`config.mk`:
```
export PLATFORM = sky130hd
export DESIGN_NAME = time_set_ctrl
export DESIGN_NICKNAME = d
export VERILOG_FILES = /design/src/rtl/time_set_ctrl.sv
export SDC_FILE = /design/constraint.sdc
export NUM_CORES = 1
export LEC_CHECK = 0
export ABC_AREA = 1
export BUFFER_PORTS_ARGS = -buffer_cell sky130_fd_sc_hd__buf_2
export CAP_MARGIN = 20
export CORE_MARGIN = 2
export CORE_UTILIZATION = 55
export DETAILED_ROUTE_END_ITERATION = 6
export PLACE_DENSITY = 0.77
export SLEW_MARGIN = 10
export SYNTH_ARGS = -nofsm -noshare
export SYNTH_HDL_FRONTEND = slang
export SYNTH_SLANG_ARGS = --single-unit
```
`constraint.sdc`:
```
create_clock -name clk -period 1.64 [get_ports clk]
set_input_delay 0.328 -clock clk [delete_from_list [all_inputs] [get_ports clk]]
set_output_delay 0.328 -clock clk [all_outputs]
set_load 0.01 [all_outputs]
```
`src/rtl/time_set_ctrl.sv`:
```
`default_nettype none
// ============================================================================
// Module   : time_set_ctrl
// Brief    : BCD HH:MM:SS timekeeper with debounced two-button time-set FSM
//            and blink control for the 7-segment scan multiplexer.
// Revision : 1.0 - initial release
// ============================================================================
module time_set_ctrl #(
    parameter int DEBOUNCE_CYCLES = 500000,
    parameter int TIMEOUT_S       = 30
) (
    input  logic       clk,
    input  logic       rst_n,
    input  logic       tick_1hz,
    input  logic       tick_2hz,
    input  logic       btn_mode,
    input  logic       btn_inc,
    output logic [7:0] hh,
    output logic [7:0] mm,
    output logic [7:0] ss,
    output logic       blink_en,
    output logic [1:0] blink_sel,
    output logic       set_active
);

    // State codes double as the blink_sel value for the selected field.
    typedef enum logic [1:0] {
        SET_HH = 2'd0,
        SET_MM = 2'd1,
        SET_SS = 2'd2,
        RUN    = 2'd3
    } state_t;

    localparam int c_DW = (DEBOUNCE_CYCLES > 1) ? $clog2(DEBOUNCE_CYCLES + 1) : 1;
    localparam int c_TW = (TIMEOUT_S > 1) ? $clog2(TIMEOUT_S + 1) : 1;
    localparam logic [c_DW-1:0] c_DB_LAST = c_DW'(DEBOUNCE_CYCLES - 1);
    localparam logic [c_TW-1:0] c_TO_LAST = (TIMEOUT_S > 0) ? c_TW'(TIMEOUT_S - 1) : '0;

    function automatic logic [7:0] bcd_inc(input logic [7:0] v, input logic [7:0] last);
        if (v == last)
            bcd_inc = 8'h00;
        else if (v[3:0] == 4'd9)
            bcd_inc = {v[7:4] + 4'd1, 4'd0};
        else
            bcd_inc = {v[7:4], v[3:0] + 4'd1};
    endfunction

    logic [1:0] w_raw;
    logic [1:0] w_press;
    assign w_raw = {btn_inc, btn_mode};

    generate
        for (genvar gi = 0; gi < 2; gi++) begin : g_btn
            logic [1:0]      r_sync;
            logic [c_DW-1:0] r_cnt;
            logic            r_db;
            logic            r_db_q;

            always_ff @(posedge clk or negedge rst_n) begin
                if (!rst_n) begin
                    r_sync <= 2'b00;
                    r_cnt  <= '0;
                    r_db   <= 1'b0;
                    r_db_q <= 1'b0;
                end else begin
                    r_sync <= {r_sync[0], w_raw[gi]};
                    r_db_q <= r_db;
                    if (r_sync[1] == r_db)
                        r_cnt <= '0;
                    else if (r_cnt == c_DB_LAST) begin
                        r_db  <= r_sync[1];
                        r_cnt <= '0;
                    end else
                        r_cnt <= r_cnt + 1'b1;
                end
            end

            assign w_press[gi] = r_db & ~r_db_q;
        end
    endgenerate

    state_t          r_state;
    state_t          w_state_nxt;
    logic [c_TW-1:0] r_to_cnt;
    logic            r_phase;
    logic            w_phase_nxt;
    logic            w_mode_press;
    logic            w_inc_press;
    logic            w_any_press;
    logic            w_timeout;

    assign w_mode_press = w_press[0];
    assign w_inc_press  = w_press[1] & ~w_press[0];
    assign w_any_press  = |w_press;
    assign w_timeout    = (TIMEOUT_S != 0) && set_active && tick_1hz &&
                          !w_any_press && (r_to_cnt == c_TO_LAST);
    assign w_phase_nxt  = w_any_press ? 1'b0 : (tick_2hz ? ~r_phase : r_phase);

    always_comb begin
        w_state_nxt = r_state;
        if (w_mode_press) begin
            case (r_state)
                RUN:     w_state_nxt = SET_HH;
                SET_HH:  w_state_nxt = SET_MM;
                SET_MM:  w_state_nxt = SET_SS;
                default: w_state_nxt = RUN;
            endcase
        end else if (w_timeout)
            w_state_nxt = RUN;
    end

    always_ff @(posedge clk or negedge rst_n) begin
        if (!rst_n) begin
            r_state    <= RUN;
            blink_sel  <= 2'b11;
            set_active <= 1'b0;
            blink_en   <= 1'b0;
            r_phase    <= 1'b0;
            r_to_cnt   <= '0;
            hh         <= 8'h00;
            mm         <= 8'h00;
            ss         <= 8'h00;
        end else begin
            r_state    <= w_state_nxt;
            blink_sel  <= w_state_nxt;
            set_active <= (w_state_nxt != RUN);
            r_phase    <= w_phase_nxt;
            blink_en   <= w_phase_nxt & (w_state_nxt != RUN);

            if (w_any_press || (w_state_nxt != r_state) || !set_active)
                r_to_cnt <= '0;
            else if (tick_1hz)
                r_to_cnt <= r_to_cnt + 1'b1;

            // Time only advances in RUN; SET states edit a single field without carry.
            if (r_state == RUN) begin
                if (tick_1hz) begin
                    ss <= bcd_inc(ss, 8'h59);
                    if (ss == 8'h59)
                        mm <= bcd_inc(mm, 8'h59);
                    if (ss == 8'h59 && mm == 8'h59)
                        hh <= bcd_inc(hh, 8'h23);
                end
            end else if (w_inc_press) begin
                case (r_state)
                    SET_HH:  hh <= bcd_inc(hh, 8'h23);
                    SET_MM:  mm <= bcd_inc(mm, 8'h59);
                    default: ss <= bcd_inc(ss, 8'h59);
                endcase
            end
        end
    end

endmodule
`default_nettype wire
```
Word-level counts from Yosys, hierarchy flattened --
Index checks and enable logic that the tools add are counted.
Word-level totals: flip-flop bits (word level) 80, bits of input ports 6, output and inout bits 28, word-level logic and storage cells 105
Cells by class: add/subtract/negate cells 9, equality and inequality tests 19, mux-type cells 31, bitwise operators 10, reductions and logical operators 20
Operators by type and width (count):
- $mux W8 | 20
- $mux W19 | 4
- $add A19 B1 Y19 const B | 2
- $eq A19 B19 Y1 const B | 2
- $add A4 B1 Y4 const B | 6
- $eq A8 B7 Y1 const B | 2
- $eq A4 B4 Y1 const B | 3
- $mux W5 | 2
- $eq A8 B6 Y1 const B | 1
- $reduce_and A4 Y1 | 2
- $reduce_bool A2 Y1 | 4
- $ne A2 B1 Y1 const B | 3
- $not A1 Y1 | 6
- $pmux W2 S3 | 1
- $add A5 B1 Y5 const B | 1
- $eq A5 B5 Y1 const B | 1
- $and A1 B1 Y1 | 4
- $logic_and A1 B1 Y1 | 4
- $mux W2 | 2
- $ne A2 B2 Y1 const B | 2
- $reduce_and A2 Y1 | 2
- $reduce_or A2 Y1 | 2
- $reduce_and A3 Y1 | 1
- $eq A1 B1 Y1 | 2
- other kinds (7) | 10

Logic depth before layout (Yosys ltp) --
depth in word-level cells 12, gate-level depth with buffers 9, gate-level depth less buffers 9

Worst setup path before layout --
No wires, ideal clock.
kind register to register, start register r_state[0], end register r_to_cnt[0], library setup time 73 ps, data arrival time 1589 ps, data required time 1567 ps, setup slack -23 ps, cell stages (with the launch flop) 7, path buffers 0, period minus slack after synthesis 1663 ps, cell sequence dfstp_2 inv_1 ha_1 or2_2 nand3_1 nand3_1 nor2_1
Between the ends: longest elaborated chain between the ends 7, elaborated cells between the ends (all ways) 11, those cells by class eq/ne: 3; mux: 4; reduce/logical: 4
Ends and longest elaborated chain:
- from (decl) | line 82 | state_t r_state;
- from (signal assigned) | line 124 | r_state <= w_state_nxt;
- $eq A2 B1 Y1 (tied with other cells) | line 102 | case (r_state)
- $pmux W2 S3 | line 102
- $mux W2 | line 101 | if (w_mode_press) begin
- $ne A2 B2 Y1 * | line 130 | if (w_any_press || (w_state_nxt != r_state) || !set_active)
- $logic_or A1 B1 Y1 * (2 in a row) | line 130
- $mux W5 / $reduce_bool A2 Y1 (equally long branches)
- to (signal assigned) | line 133 | r_to_cnt <= r_to_cnt + 1'b1;
- to (decl) | line 84 | logic [c_TW-1:0] r_to_cnt;
Mark *: on every way between the ends. The rest lies on a longest branch, timed or not. A chain may end at the register's enable or synchronous reset.

Final worst setup path --
start register r_state[0], end register mm[4]
Between the ends: longest elaborated chain between the ends 3, elaborated cells between the ends (all ways) 8, those cells by class eq/ne: 4; mux: 1; reduce/logical: 3
Ends and longest elaborated chain:
- $eq A2 B2 Y1 / $eq A2 B1 Y1 (equally long branches) | line 136, 145
- $ne A2 B1 Y1 (no source line) (tied with other cells)
- $reduce_and A4 Y1 (no source line)
- to (signal assigned) | line 140 | mm <= bcd_inc(mm, 8'h59);
- to (signal assigned) | line 147 | SET_MM: mm <= bcd_inc(mm, 8'h59);
- to (decl) | line 19 | output logic [7:0] mm,
Several ways; a longest one is shown, not always the timed one.

==> metrics.cfg <==
[synth]
synth_seq_cells = 80
yosysSeqAreaShare = 0.443
yosysTopAreaCellShare = 0.431
synth_top_cell_by_area = dfrtp_1
synthArstFlopShare = 1.00
yosys_warnings = 0
ys_types = 34
syn_area_mm2 = 0.00453
ys_top_cells_by_count = nand2_1 (109), nor2_1 (101), dfrtp_1 (78), inv_1 (63), nand3_1 (37)
yosys-top-cells-area = dfrtp_1 (43%), nand2_1 (9.0%), nor2_1 (8.4%)
synth_edf_count = 0
yosysMostFrequentCell = nand2_1
synth_flop_cell = dfrtp_1
syn_nets = 587
syn_area_per_cell_um2 = 8.07
syn_inst = 561

[cells_and_area]
fin_util = 0.675
multi_input_area_mm2 = 0.00242
antenna_cells = 0
seqCellArea_mm2 = 0.00201
final_area_mm2 = 0.00546
drive_gt1_frac = 0.212
layout.nets = 666
fill_cells = 652
syn_to_final_growth_pct = 20.6

[timing]
maxSlewViolCount = 0
setup_viol = 0
tns_ns = 0
finalHoldViolations = 0
slew_headroom = 0.642
clock_skew_ns = 0.0128
period_needed_ns = 1.63
rsz0062_at_grt = true
holdWs_ns = 0.0878
max_freq_ghz = 0.613
timing.final.crit_share = 0.995
tightestPinTransition_ns = 0.535

[placed_design]
place_area_mm2 = 0.00503
hpwlAfterDp_um = 7280
place_congestion = 0.944
portBuffers = 33

[power]
p_per_area_mw_per_mm2 = 838
power_leakage_nw = 2.47
power.total_mw = 4.58
vdd_drop_max_uv = 499

[worst_setup_path]
max_stage_delay_ns = 0.60
crit_start = r_state[0]
cp-end-kind = flip-flop
worstReg2RegStart = r_state[0]
worst_setup_path_start_kind = flip-flop
cp.required_ns = 1.88
slowest_stage = dfstp_2
critPathMaxFanout = 8
path_cells = ha_4 -> inv_4 -> nand2_4 -> nand2_8 -> nor2_8 -> nand3_4 -> nand2_1 -> o21ai_1
cp_data_arrival_time_ns = 1.87
critPathKind = flip-flop to flip-flop

[route]
first_iter_violations = 247
drt-vias-per-instance = 5.34
drt_drc_violations_left = 0
vias = 4005
dr.pass1.iters = 5
wl_um = 10300
postRouteAntennaNets = 0
wire_per_inst_um = 13.7

[clock_tree]
clock_latency_ns = 0.35
cts_tree = yes
clockBufferDepth = 2
cts-root-buf = clkbuf_8
clock-sinks = 80
cts_max_level = 3
cts_made_buffers = 9
clkSlewWorstSetupHoldPaths_ns = 0.08

[global_route]
overflow = 0
grt_first_pass_wirelength_um = 16900
grt_pass1_vias = 3807
grt_max_degree = 49
antenna_found_initial = 0
track_usage = 0.238

[floorplan]
rows = 33
start_util = 0.560
core_area_mm2 = 0.00809
io_pins = 34
die_w_um = 94.7
die_area_mm2 = 0.00898
die_y_um = 94.7

[status]
status = completed

[worst_hold_path]
min_from = btn_inc
hold_class = input pin to flip-flop

[job]
drv_cap = 0

-- final cells by class --
cell class                 instances  share of cell area
sequential                        80               0.367
tap                              105              0.0241
inverter                          64              0.0445
timing repair buffer              69              0.0859
multi-input combinational        416               0.444
clock buffer                      10              0.0234
clock inverter                     6              0.0110
-- state kept, by name, summed over array words and instances (netlist names) --
signal and cells:
blink_en 1, g_btn.r_cnt 38, g_btn.r_db 2, g_btn.r_db_q 2, g_btn.r_sync 4, hh 8, mm 8, r_phase 1
r_state 2, r_to_cnt 5, set_active 1, ss 8
-- stage by stage --
step                std cells  worst slack (ns)
floorplan                 561           0.00562
global placement          723           -0.0113
detailed placement        723           -0.0701
CTS                       740          -0.00236
global route              750           -0.0793
finish                    750           0.00881
-- routing by layer --
| metal | GRT usage | part of all wire |
|---|---|---|
| met1 | 0.316 | 0.45 |
| met2 | 0.392 | 0.49 |
| met3 | 0.0351 | 0.041 |
| met4 | 0.0990 | 0.016 |
| met5 | 0 | 0 |
-- worst max-delay path: cells and delay by family (launching register included) --
family,cells,cell delay [ns]
buf+inv,1,0.05
flops,1,0.60
compound gates,1,0.06
simple gates,5,0.65
fa+ha+maj,1,0.16
-- power by group --
| group | leakage, nW | switching, mW | internal [mW] |
|---|---|---|---|
| Combinational | 1.33 | 0.530 | 0.402 |
| Sequential | 1.05 | 0.116 | 2.10 |
| Clock | 0.0920 | 0.733 | 0.696 |
| Total | 2.47 | 1.38 | 3.20 |
-- worst paths after layout --
kind	slack (ns)	cells after the start	to
worst min register to register	0.35	0	g_btn[0].r_sync[1]
worst max register to register	0.009	8	mm[4]
min in group asynchronous	0.38	2	mm[0]
worst max-delay path	0.009	8	mm[4]
max in group asynchronous	0.70	3	r_state[1]
worst min-delay path	0.09	1	g_btn[1].r_sync[0]
-- logic make-up (layout without fill, tap and decap cells) --
family | count (synthesis) | in the layout | synth area share
flip-flops | 80 | 80 | 0.443
AND/OR/NAND/NOR | 327 | 327 | 0.340
adder cells (fa/ha/maj) | 20 | 20 | 0.0552
AO/OA/AOI/OAI | 40 | 40 | 0.0522
XOR/XNOR | 29 | 29 | 0.0561
buffers and inverters | 65 | 149 | 0.0539
-- placed cells by master (no fill, tap or decap), types with 2 or more instances in the layout --
| cell | count |
|---|---|
| nand2_1 | 104 |
| nor2_1 | 97 |
| dfrtp_1 | 77 |
| inv_1 | 60 |
| nand3_1 | 34 |
| buf_4 | 33 |
| buf_2 | 32 |
| nand4_1 | 26 |
| xor2_1 | 25 |
| nor3_1 | 19 |
| ha_1 | 15 |
| o21ai_0 | 12 |
| o21ai_1 | 10 |
| clkbuf_8 | 9 |
| nor2_4 | 7 |
| a21oi_1 | 6 |
| or2_2 | 6 |
| nand2_4 | 5 |
| nor3b_1 | 5 |
| nand2_2 | 5 |
| nand3_2 | 5 |
| xnor2_1 | 4 |
| o21bai_1 | 3 |
| o21a_1 | 3 |
| nor2_2 | 3 |
| nand3_4 | 3 |
| ha_2 | 3 |
| clkinv_2 | 3 |
| inv_2 | 2 |
| nand3b_1 | 2 |
| a211oi_1 | 2 |
| or2_4 | 2 |
| o21ai_2 | 2 |
| ha_4 | 2 |
| clkinvlp_4 | 2 |
| buf_12 | 2 |
| dfstp_2 | 2 |
-- repair_timing --
item	4_1_cts	5_1_grt
resized for setup	3	36
hold buffers	1	0
buffers inserted	0	10
hold endpoints to repair	17	0
pin swaps	0	20
setup endpoints to repair	12	32
Power figures use the tool's default switching activity.
